### config.mk
export PLATFORM = sky130hd
export DESIGN_NAME = wts_noise_generator_nch
export DESIGN_NICKNAME = d
export VERILOG_FILES = /design/src/rtl/wts_noise_pkg.sv /design/src/rtl/wts_noise_lfsr.sv /design/src/rtl/wts_noise_generator_nch.sv
export SDC_FILE = /design/constraint.sdc
export NUM_CORES = 1
export LEC_CHECK = 0
export CAP_MARGIN = 10
export CORE_ASPECT_RATIO = 1.4
export CORE_MARGIN = 2
export CORE_UTILIZATION = 52
export DETAILED_ROUTE_END_ITERATION = 16
export GPL_ROUTABILITY_DRIVEN = 0
export PLACE_DENSITY = 0.79
export SETUP_SLACK_MARGIN = 0.2
export SYNTH_ARGS = -nofsm -noshare
export SYNTH_HDL_FRONTEND = slang
export SYNTH_HIERARCHICAL = 1
export SYNTH_SLANG_ARGS = --single-unit
### constraint.sdc
create_clock -name clk -period 3.2 [get_ports clk]
set_input_delay 0.64 -clock clk [delete_from_list [all_inputs] [get_ports clk]]
set_output_delay 0.64 -clock clk [all_outputs]
set_load 0.02 [all_outputs]
### src/rtl/wts_noise_pkg.sv
// Shared constants and the LFSR step function for the wave table noise generators.
// Both periods use a 15-bit right-shift register with feedback into the top bit.
package wts_noise_pkg;

    localparam int LFSR_W = 15;
    localparam logic [LFSR_W-1:0] LFSR_SEED = 15'h0001;

    localparam int LONG_TAP  = 1;
    localparam int SHORT_TAP = 6;

    typedef enum logic {
        NOISE_MODE_LONG  = 1'b0,
        NOISE_MODE_SHORT = 1'b1
    } noise_mode_e;

    // Shift right by one; the new bit14 is bit0 xor the mode-selected tap.
    function automatic logic [LFSR_W-1:0] lfsr_step(
        input logic [LFSR_W-1:0] state,
        input noise_mode_e       mode
    );
        logic feedback;
        feedback = state[0] ^ ((mode == NOISE_MODE_SHORT) ? state[SHORT_TAP] : state[LONG_TAP]);
        return {feedback, state[LFSR_W-1:1]};
    endfunction

endpackage

### src/rtl/wts_noise_lfsr.sv
// One noise generator: a reload divider clocked by the CPU timing slot tick,
// stepping a 15-bit LFSR whose period is selected by mode; reseed restarts both.
import wts_noise_pkg::*;

module wts_noise_lfsr #(
    parameter int FREQ_W = 5
) (
    input  logic              clk,
    input  logic              reset,
    input  logic              tick,
    input  logic              reseed,
    input  logic              mode,
    input  logic [FREQ_W-1:0] frequency,
    output logic              noise_bit
);

    logic [LFSR_W-1:0] lfsr;
    logic [FREQ_W-1:0] count;

    // NOTE: state registers use non-blocking assignments so every flop samples pre-edge values.
    always_ff @(posedge clk) begin
        if (reset) begin
            lfsr  <= LFSR_SEED;
            count <= '0;
        end else if (reseed) begin
            lfsr  <= LFSR_SEED;
            count <= frequency;
        end else if (tick) begin
            // The reload reads frequency only here, so a new value waits for the next step.
            if (count == '0) begin
                count <= frequency;
                lfsr  <= lfsr_step(lfsr, noise_mode_e'(mode));
            end else begin
                count <= count - 1'b1;
            end
        end
    end

    assign noise_bit = lfsr[0];

endmodule

### src/rtl/wts_noise_generator_nch.sv
// NUM_NOISE independent noise generators plus a slot-multiplexed router that
// registers NUM_OUT noise bits for whichever wave channel is currently active.
import wts_noise_pkg::*;

module wts_noise_generator_nch #(
    parameter  int NUM_NOISE = 4,
    parameter  int NUM_CH    = 5,
    parameter  int NUM_OUT   = 2,
    parameter  int FREQ_W    = 5,
    parameter  int ACTIVE_W  = 3,
    localparam int SEL_W     = ($clog2(NUM_NOISE) < 1) ? 1 : $clog2(NUM_NOISE)
) (
    input  logic                              clk,
    input  logic                              reset,
    input  logic [ACTIVE_W-1:0]               active,
    input  logic [NUM_CH*NUM_OUT-1:0]         reg_noise_enable,
    input  logic [NUM_CH*NUM_OUT*SEL_W-1:0]   reg_noise_sel,
    input  logic [NUM_NOISE*FREQ_W-1:0]       reg_noise_frequency,
    input  logic [NUM_NOISE-1:0]              reg_noise_mode,
    input  logic [NUM_NOISE-1:0]              reg_noise_reseed,
    output logic [NUM_OUT-1:0]                noise,
    output logic [NUM_NOISE-1:0]              noise_raw
);

    localparam int PAD_W = 1 << SEL_W;

    logic              tick;
    logic [PAD_W-1:0]  gen_pad;
    logic [SEL_W-1:0]  sel;
    logic [NUM_OUT-1:0] noise_next;

    assign tick = (active == ACTIVE_W'(NUM_CH));

    for (genvar g = 0; g < NUM_NOISE; g++) begin : g_gen
        wts_noise_lfsr #(
            .FREQ_W (FREQ_W)
        ) u_lfsr (
            .clk       (clk),
            .reset     (reset),
            .tick      (tick),
            .reseed    (reg_noise_reseed[g]),
            .mode      (reg_noise_mode[g]),
            .frequency (reg_noise_frequency[g*FREQ_W +: FREQ_W]),
            .noise_bit (noise_raw[g])
        );
    end

    // Unpopulated select codes read as 1, so a select past NUM_NOISE yields a silent-high bit.
    always_comb begin
        gen_pad                = '1;
        gen_pad[NUM_NOISE-1:0] = noise_raw;
    end

    // NOTE: every always_comb output gets a default first, so no path can infer a latch.
    always_comb begin
        noise_next = noise;
        sel        = '0;
        for (int c = 0; c < NUM_CH; c++) begin
            if (active == ACTIVE_W'(c)) begin
                for (int o = 0; o < NUM_OUT; o++) begin
                    sel           = reg_noise_sel[(c*NUM_OUT + o)*SEL_W +: SEL_W];
                    noise_next[o] = reg_noise_enable[c*NUM_OUT + o] ? gen_pad[sel] : 1'b1;
                end
            end
        end
    end

    always_ff @(posedge clk) begin
        if (reset) begin
            noise <= '1;
        end else begin
            noise <= noise_next;
        end
    end

endmodule

======== Word level (Yosys, flattened, before mapping) ========
Index checks and enable logic that the tools add are counted.
word-level totals
  bits of input ports ..................... 63
  memories kept ........................... 0
  register bits after elaboration ......... 82
  RAM bits ................................ 0
  latch bits .............................. 0
  logic and storage cells ................. 101
  output and inout bits ................... 6
  bits in read-only memories .............. 0
operators by class
  bitwise gates (word level) .............. 4
  div/mod/pow operators ................... 0
  $add $sub $neg .......................... 4
  mux-type cells .......................... 51
  reductions and logical operators ........ 18
  multiply operators ...................... 0
  eq/ne operators ......................... 5
  magnitude comparators ................... 10
  shift-type cells ........................ 0
operators with widths
  operator               number
  $mux W5                12
  $lt A2 B3 Y1 const B   10
  $mux W1                24
  $bmux W1 S2            10
  $logic_not A5 Y1       4
  $sub A5 B1 Y5 const B  4
  $mux W2                5
  $reduce_and A2 Y1      4
  $reduce_bool A2 Y1     4
  $reduce_or A2 Y1       4
  $eq A3 B2 Y1 const B   2
  $eq A3 B3 Y1 const B   2
  $reduce_bool A5 Y1     1
  $xor A1 B1 Y1          4
  $eq A3 B1 Y1 const B   1
  $logic_not A3 Y1       1

======== Longest topological paths before layout ========
Gate-level depths: netlist of the first run.
  depth after elaboration ................. 8
  gate-level depth with buffers ........... 8
  depth with buffers taken out ............ 6

======== Hierarchy ========
The synthesis of the first run kept the hierarchy.
by module, submodules not included
  module                   instances  seq. area each (um^2)  cells each  area an instance (um^2)
  wts_noise_lfsr           4          400.4                  109         885.8
  wts_noise_generator_nch  1          40.0                   36          440.4

======== Worst setup path after synthesis of the first run ========
OpenSTA, ideal clock, no wires.
  path type ............................... input-to-reg
  from .................................... in active[1]
  to ...................................... reg g_gen[0].u_lfsr.lfsr[14]
  setup time .............................. 84 ps
  data arrival time ....................... 2345 ps
  data required time ...................... 3116 ps
  path slack .............................. 770 ps
  stages on the path ...................... 6
  buffers on the path ..................... 2
  cell sequence ........................... and3b_1 nand2_2 or4_1 buf_2 buf_6 o31ai_2
on the way
  longest elaborated chain between the ends .. 2
ends and longest elaborated chain
  element                      RTL line                       RTL
  from (decl)                  wts_noise_generator_nch.sv:15  input logic [ACTIVE_W-1:0] active,
  $eq A3 B3 Y1                 wts_noise_generator_nch.sv:32  assign tick = (active == ACTIVE_W'(NUM_CH));
  $reduce_and A2 Y1 (no line)  --
  to (signal assigned)         wts_noise_lfsr.sv:32           lfsr <= lfsr_step(lfsr, noise_mode_e'(mode));
  to (decl)                    wts_noise_lfsr.sv:17           logic [LFSR_W-1:0] lfsr;
Every way passes these cells.
A chain may end at the register's enable or synchronous reset.

======== Final worst setup path of the first run ========
  from .................................... in active[0]
  to ...................................... reg g_gen[3].u_lfsr.lfsr[14]
on the way
  longest elaborated chain between the ends .. 2
ends and longest elaborated chain
  element                      RTL line                       RTL
  $eq A3 B3 Y1                 wts_noise_generator_nch.sv:32
  named net tick               wts_noise_generator_nch.sv:27  logic tick;
  $reduce_and A2 Y1 (no line)  --
  to (signal assigned)         wts_noise_lfsr.sv:32
  to (decl)                    wts_noise_lfsr.sv:17
The timed path passes the listed nets, and every way through them passes these cells.

==> metrics, run 1 <==
r2r endpoint g_gen[3].u_lfsr/lfsr[14]; Area Overhead vs Synth 23.0%; initial antenna violation count 0; largest net degree at the start of global routing 17; Rows 37; Least-Margin Pin Slew 934 ps; setup TNS 0 ps; fin crit period 2630 ps; crit path kind in -> reg; Critical Path RT 3440 ps; Crit path max-delay family simple AND/OR/NAND/NOR gates; r2r startpoint g_gen[3].u_lfsr/count[0]; Detailed Place HPWL 6510 um; vias in the first global route 3435; Netlist cell types 37; share of async-settable or async-resettable flops after synthesis 0%; Clock Tree Buf Depth 2; hold path endpoint g_gen[0].u_lfsr/lfsr[2]; synthesized flop and latch total 82; final antenna-violating net count 0; Post-synth EDFFs 0; final setup vio count 0; power per cell area 425 nW/um^2; Reg area 1640 um^2; hold_sp g_gen[0].u_lfsr/lfsr[2]; grt ovf 0; nets 600; H-tree depth 3; Core Box Area 7410 um^2; Slew HR 37.5%; # Max-Cap Violations 0; Root Driver clkbuf_8; area occupied by multi-input gates 2150 um^2; cts repair resizes 0; net count after synthesis 539; Post-CTS Setup Bufs 0; DR WL/cell 14.7 um; Crit. End Element register; Final Hold Fails 0; critical path arrival 2870 ps; worst-path cell chain clkdlybuf4s50_1 > and3b_1 > nand2_2 > or4_1 > nand3_1 > o31ai_2; CP startpoint kind primary input; outcome complete, no violations; fmax 0.380 GHz; CTS Hold Bufs 0; worst hold path depth 2; Initial Utilization 53.8%; maximum VDD drop 0.000290 V; TritonCTS buffer count 9; # IOs 69; die extent in x 78.0 um; hold slack final 456 ps; max-slew violation count 0; Synth warnings 6; prevailing post-synth register cell dfxtp_1; sequential fraction of the synthesis area 41.2%; final-layout fill cell count 630; global-route wire length before repair 15400 um; RSZ-0062 raised after global routing no; Worst-path clk slew 70 ps; drt drc 0; drt first pass iters 5; slowest stage delay, CP 700 ps; clock sink count 82; vias 3763; WL final 9350 um; R2R Setup Slk 1410 ps; total track usage 22.9%; later-pin clock latency in the skew report 360 ps; slowest stage cell, crit path or4_1; drt initial violations 234; Inserted Diodes 0; crit-path max FO 16; Avg Inst Size Synth 8.44 um^2; fin crit share 82.2%; CTS tree yes; worst reg-to-reg path cell count 6; Syn Inst Count 472; Critical path buffers and inverters 1; Syn Std Cell Area 3980 um^2; Die Y 108 um; port bufs 68; Leak Pwr 1.56 nW; Die ar. 8390 um^2; Via density 5.93; Hold WC Path Type reg -> reg; clk_skew 5.54 ps; layout cell share with drive strength beyond 1 7.81%
-- worst reg2reg max path, delay by kind of cell (launching register included) --
kind | cells | cell delay (ps)
AND/OR/NAND/NOR | 3 | 990
adder cells (fa/ha/maj) | 1 | 170
flip-flops | 1 | 350
buffers and inverters | 1 | 60
AO/OA/AOI/OAI | 1 | 80
-- cell families after synthesis --
group | count (synthesis) | share of synthesized area, %
simple gates | 209 | 27.0
compound gates | 118 | 17.3
flops | 82 | 41.2
buf+inv | 41 | 4.87
mux | 14 | 7.41
xor+xnor | 4 | 0.879
fa+ha+maj | 4 | 1.26
-- flip-flops by register name, summed over array words and instances (netlist names) --
register            count
g_gen.u_lfsr/lfsr      60
g_gen.u_lfsr/count     20
noise                   2
-- layout make-up --
type | count | share of cell area (%)
clock buffers | 14 | 3.52
clock inverters | 2 | 0.204
inverters | 13 | 0.996
multi-input cells | 349 | 43.9
flip-flops and latches | 82 | 33.5
well taps | 97 | 2.48
repair buffers | 78 | 15.4
-- cells in the final DEF (no fill, tap or decap) --
cell type and count:
a21oi_1 72, buf_4 10, o21a_1 4, or3b_1 1
ha_1 4, xor2_1 4, o211ai_1 2, nand2_1 60
a31oi_1 8, nor3b_1 2, and3b_1 1, clkbuf_1 2
clkdlybuf4s50_1 68, mux4_1 8, nand3_1 74, nor4b_2 4
nor2b_1 4, o21ai_0 8, o221ai_1 2, o31ai_2 4
dfxtp_1 82, a22oi_1 4, o311ai_0 4, nand2_2 4
or2_2 4, or3_1 2, mux4_2 2, o22ai_1 10
nand3b_1 2, mux2i_1 4, inv_1 13, nor2_1 23
nor4b_1 8, clkbuf_8 12, or4b_1 4, clkinv_2 2
or4_1 4, nor3_1 12
-- metal layers --
metal | vias to the layer above | wire length (um) | track usage (%)
met1 | 1762 | 3800 | 26.1
li1 | 1854 | - | -
met5 | - | 0 | 0
met3 | 25 | 461 | 3.36
met4 | 0 | 359 | 15.0
met2 | 122 | 4720 | 39.6
-- stage by stage --
step           setup slack (ps)  instance area, um^2  power [mW]  utilization, %  std cells
3_5_place_dp                221                 4720        1.40            63.7        619
4_1_cts                     599                 4900        2.09            66.1        635
2_1_floorplan               770                 3980        1.27               -        472
3_3_place_gp                306                 4720        1.39            63.7        619
6_report                    569                 4900        2.08            66.1        635
5_1_grt                     430                 4900        2.17            66.1        635
-- where the power goes --
group | total (mW) | switching, mW | internal, mW
Clock | 0.699 | 0.355 | 0.344
Combinational | 0.311 | 0.164 | 0.147
Sequential | 1.07 | 0.0269 | 1.04
Total | 2.08 | 0.546 | 1.53
-- worst max-delay path by stage --
stage                    from                       end  cells past startpoint  slack [ps]
detailed placement  active[0]  g_gen[1].u_lfsr/lfsr[14]                      6         220
floorplan           active[1]  g_gen[0].u_lfsr/lfsr[14]                      6         770
global placement    active[0]  g_gen[3].u_lfsr/lfsr[14]                      6         310
global route        active[0]  g_gen[3].u_lfsr/lfsr[14]                      6         430
CTS                 active[0]  g_gen[3].u_lfsr/lfsr[14]                      6         600
finish              active[0]  g_gen[3].u_lfsr/lfsr[14]                      6         570
-- Yosys cell counts (all sizes together) (8+ instances only) --
library cell  number  area (um^2)
a31oi              8         50.1
nor2              23         86.3
inv               13         48.8
a21oi             72          360
buf               16          100
o21ai              8         40.0
nor4b             12          130
nand3             74          370
dfxtp             82         1640
nor3              12         60.1
mux4              10          255
o22ai             10         62.6
clkbuf            12         45.0
nand2             64          250
(Power assumes the default switching activity.)
==> run 2: changes to the inputs <==
clock period = 2.6 ns   (was 3.2 ns; I/O delays follow)
==> run 2 against run 1 <==
Net effect:
- non-clock buffer count rose by 7
- design area rose by 0.94%
- hold slack improved by 1.5 ps
- setup slack got worse by 210 ps
- sequential cell count did not move
- sequential share of layout area fell by 0.31 points
- die area did not move
- first-iteration DRC count did not move
- global-route usage fell by 0.73 points
- critical path type is now reg -> out
==> metrics, run 2 (same netlist as run 1, synthesis figures left out) <==
outcome complete, no violations; drt initial violations 234; max-slew violation count 0; worst-path cell chain clkdlybuf4s50_1; largest reg by FF count g_gen.u_lfsr/lfsr; clock sink count 82; initial antenna violation count 0; Crit path max-delay family buffers and inverters; port bufs 68; Least-Margin Pin Slew 925 ps; nets 607; final setup vio count 0; Initial Utilization 53.8%; TritonCTS buffer count 9; CTS tree yes; Core Box Area 7410 um^2; Rows 37; biggest registers after layout g_gen.u_lfsr/lfsr (60), g_gen.u_lfsr/count (20), noise (2); final antenna-violating net count 0; drt first pass iters 5; vias in the first global route 3379; layout cell share with drive strength beyond 1 8.81%; H-tree depth 3; crit path kind reg -> out; crit-path max FO 13; # Max-Cap Violations 0; Area Overhead vs Synth 24.1%; RSZ-0062 raised after global routing no; Post-CTS Setup Bufs 0; critical path arrival 1720 ps; Leak Pwr 1.59 nW; CP startpoint kind register; Detailed Place HPWL 6390 um; largest net degree at the start of global routing 33; Die Y 108 um; Crit. End Element output port; Inserted Diodes 0; Slew HR 38.1%; fin crit share 86.0%; fin crit period 2240 ps; maximum VDD drop 0.000443 V; total track usage 22.2%; cts repair resizes 0; vias 3715; Final Util 66.8%; Final WS setup 363 ps; Critical Path RT 2080 ps; clk_skew 3.75 ps; commonest non-fill, non-tap cell in the layout dfxtp_1; hold slack final 458 ps; drt drc 0; # IOs 69; Hold WC Path Type reg -> reg; slowest stage delay, CP 710 ps; slowest stage cell, crit path clkdlybuf4s50_1; CTS Hold Bufs 0; setup TNS 0 ps; Clock Tree Buf Depth 2; fmax 0.447 GHz; most frequent cells in the layout dfxtp_1, nand3_1, a21oi_1, clkdlybuf4s50_1, nand2_1; overall power 2.50 mW; pre-CTS setup slack 96.3 ps; Final Hold Fails 0; WL final 9130 um; grt ovf 0; global-route wire length before repair 15100 um; Die ar. 8390 um^2; power per cell area 506 nW/um^2; DR WL/cell 14.2 um; Worst-path clk slew 80 ps; die extent in x 78.0 um; Via density 5.79; Root Driver clkbuf_8; Critical path buffers and inverters 1; max reg flops 60; later-pin clock latency in the skew report 350 ps
[run 2: changes by cell type in the layout (fill, tap and decap cells not counted), sizes merged]
cell | previous run | this run
clkbuf | 14 | 13
clkinv | 2 | 3
buf | 10 | 17
[run 2: final timing paths]
kind | from | endpoint | slack, ps | cells past startpoint
worst min register to register | g_gen[2].u_lfsr/lfsr[4] | g_gen[2].u_lfsr/lfsr[4] | 460 | 2
worst max-delay path | g_gen[1].u_lfsr/lfsr[0] | noise_raw[1] | 360 | 1
worst max register to register | g_gen[3].u_lfsr/count[0] | g_gen[3].u_lfsr/count[3] | 930 | 6
worst min-delay path | g_gen[2].u_lfsr/lfsr[4] | g_gen[2].u_lfsr/lfsr[4] | 460 | 2
[run 2: worst register-to-register path, delay by kind of cell (launching register included)]
family / cells / cell delay [ps]
adder cells (fa/ha/maj): 1 / 170
flip-flops: 1 / 340
AO/OA/AOI/OAI: 2 / 260
AND/OR/NAND/NOR: 2 / 710
buffers and inverters: 1 / 70
[run 2: layout make-up]
cell class,count,area [um^2]
Clock buffer,13,149
Clock inverter,3,15.0
Fill cell,634,2460
Inverter,13,48.8
Multi-Input combinational cell,349,2150
Sequential cell,82,1640
Tap cell,97,121
Timing Repair Buffer,85,821
[run 2: stage by stage]
step / cells / area (um^2)
after global placement: 626 / 4780
after global routing: 642 / 4940
after CTS: 642 / 4940
after floorplan: 472 / 3980
final: 642 / 4940
after detailed placement: 626 / 4780
[run 2: per-layer routing]
layer	global-route usage [%]	vias up	wire length, um
met4	7.52	0	114
met5	0	-	0
met2	39.4	119	4710
li1	-	1867	-
met3	5.62	8	536
met1	25.8	1721	3770
[run 2: report_power, final]
part / leakage (nW) / total (mW) / internal [mW] / switching [mW]
combinational: 0.834 / 0.391 / 0.191 / 0.201
clock: 0.0872 / 0.795 / 0.370 / 0.425
sequential: 0.665 / 1.32 / 1.28 / 0.0326
total: 1.59 / 2.50 / 1.84 / 0.658
==> run 3: changes to the inputs <==
CTS_BUF_LIST = sky130_fd_sc_hd__clkbuf_16   (was not set)
==> run 3 against run 2 <==
Net effect:
- clock-buffer cell count decreased by 4
- critical path depth unchanged
- clock skew about the same
- critical path type unchanged
- largest power group unchanged
==> metrics, run 3 (same netlist as run 1, synthesis figures left out) <==
Initial Utilization 53.8%; drt initial violations 233; Crit path max-delay family buffers and inverters; Inserted Diodes 0; drt first pass iters 4; CTS Hold Bufs 0; largest reg by FF count g_gen.u_lfsr/lfsr; RSZ-0062 raised after global routing no; Via density 5.83; slowest stage cell, crit path clkdlybuf4s50_1; Die Y 108 um; Slew HR 37.1%; vias in the first global route 3396; outcome complete, no violations; Detailed Place HPWL 6390 um; drt drc 0; total track usage 22.6%; Clock Tree Buf Depth 2; r2r startpoint g_gen[3].u_lfsr/count[0]; Die ar. 8390 um^2; most frequent cells in the layout dfxtp_1, nand3_1, a21oi_1, clkdlybuf4s50_1, nand2_1; fin crit share 84.9%; max-slew violation count 0; crit path launch g_gen[1].u_lfsr/lfsr[0]; Leak Pwr 1.64 nW; Post-CTS Setup Bufs 0; fmax 0.453 GHz; overall power 2.80 mW; WL final 9260 um; clk_skew 3.50 ps; clock sink count 82; # IOs 69; # Max-Cap Violations 0; Hold WC Path Type reg -> reg; setup TNS 0 ps; die extent in x 78.0 um; Rows 37; port bufs 68; slowest stage delay, CP 710 ps; crit path kind reg -> out; worst-path cell chain clkdlybuf4s50_1; Final Hold Fails 0; CTS tree yes; Crit. End Element output port; grt ovf 0; H-tree depth 3; initial antenna violation count 0; global-route wire length before repair 15200 um; DR WL/cell 14.4 um; TritonCTS buffer count 9; power per cell area 555 nW/um^2; cts repair resizes 0; maximum VDD drop 0.000547 V; biggest registers after layout g_gen.u_lfsr/lfsr (60), g_gen.u_lfsr/count (20), noise (2); hold_sp g_gen[2].u_lfsr/lfsr[4]; CP startpoint kind register; Core Box Area 7410 um^2; nets 607; vias 3741; Critical path buffers and inverters 1; fin crit period 2210 ps; crit-path max FO 13; Critical Path RT 2080 ps; layout cell share with drive strength beyond 1 8.62%; commonest non-fill, non-tap cell in the layout dfxtp_1; final setup vio count 0; final antenna-violating net count 0; critical path arrival 1690 ps; largest net degree at the start of global routing 33; Worst-path clk slew 60 ps; later-pin clock latency in the skew report 330 ps; Area Overhead vs Synth 26.4%; Root Driver clkbuf_16; Least-Margin Pin Slew 941 ps; max reg flops 60
run 3: metrics by stage:
stage / area, um^2 / util (%) / hold WS (ps) / setup slack, ps / cells
global route: 5040 / 68.0 / 475 / 282 / 642
detailed placement: 4780 / 64.5 / 449 / 96.3 / 626
finish: 5040 / 68.0 / 454 / 394 / 642
CTS: 5040 / 68.0 / 456 / 366 / 642
floorplan: 3980 / - / 437 / 290 / 472
global placement: 4780 / 64.5 / 443 / 110 / 626
run 3: per-layer routing:
layer / vias to the layer above / GRT usage (%) / wire [um]
met4: 0 / 10.3 / 156
met2: 111 / 40.1 / 4830
li1: 1873 / - / -
met3: 11 / 4.70 / 576
met1: 1746 / 25.8 / 3700
met5: - / 0 / 0
run 3: worst paths after layout:
kind                              end  slack (ps)  cells after the start
min reg2reg   g_gen[2].u_lfsr/lfsr[4]         450                      2
max                      noise_raw[1]         390                      1
max reg2reg  g_gen[3].u_lfsr/count[0]         950                      6
min           g_gen[2].u_lfsr/lfsr[4]         450                      2
run 3: area by class of cell:
type,instances,area (um^2)
clock buffers,9,225
clock inverters,7,30.0
fillers,617,2370
inverters,13,48.8
multi-input cells,349,2150
flip-flops and latches,82,1640
well taps,97,121
repair buffers,85,821
run 3: worst reg2reg max path, stage by stage, from the launching register on:
cell and delay (ps):
dfxtp_1 340, inv_1 90, ha_1 180, nor4b_2 560, nor4b_1 110, a31oi_1 180, a21oi_1 80
run 3: power by group:
group	total, mW	leakage (nW)	internal (mW)	switching [mW]
Combinational	0.391	0.834	0.191	0.200
Clock	1.09	0.140	0.626	0.463
Sequential	1.32	0.665	1.28	0.0325
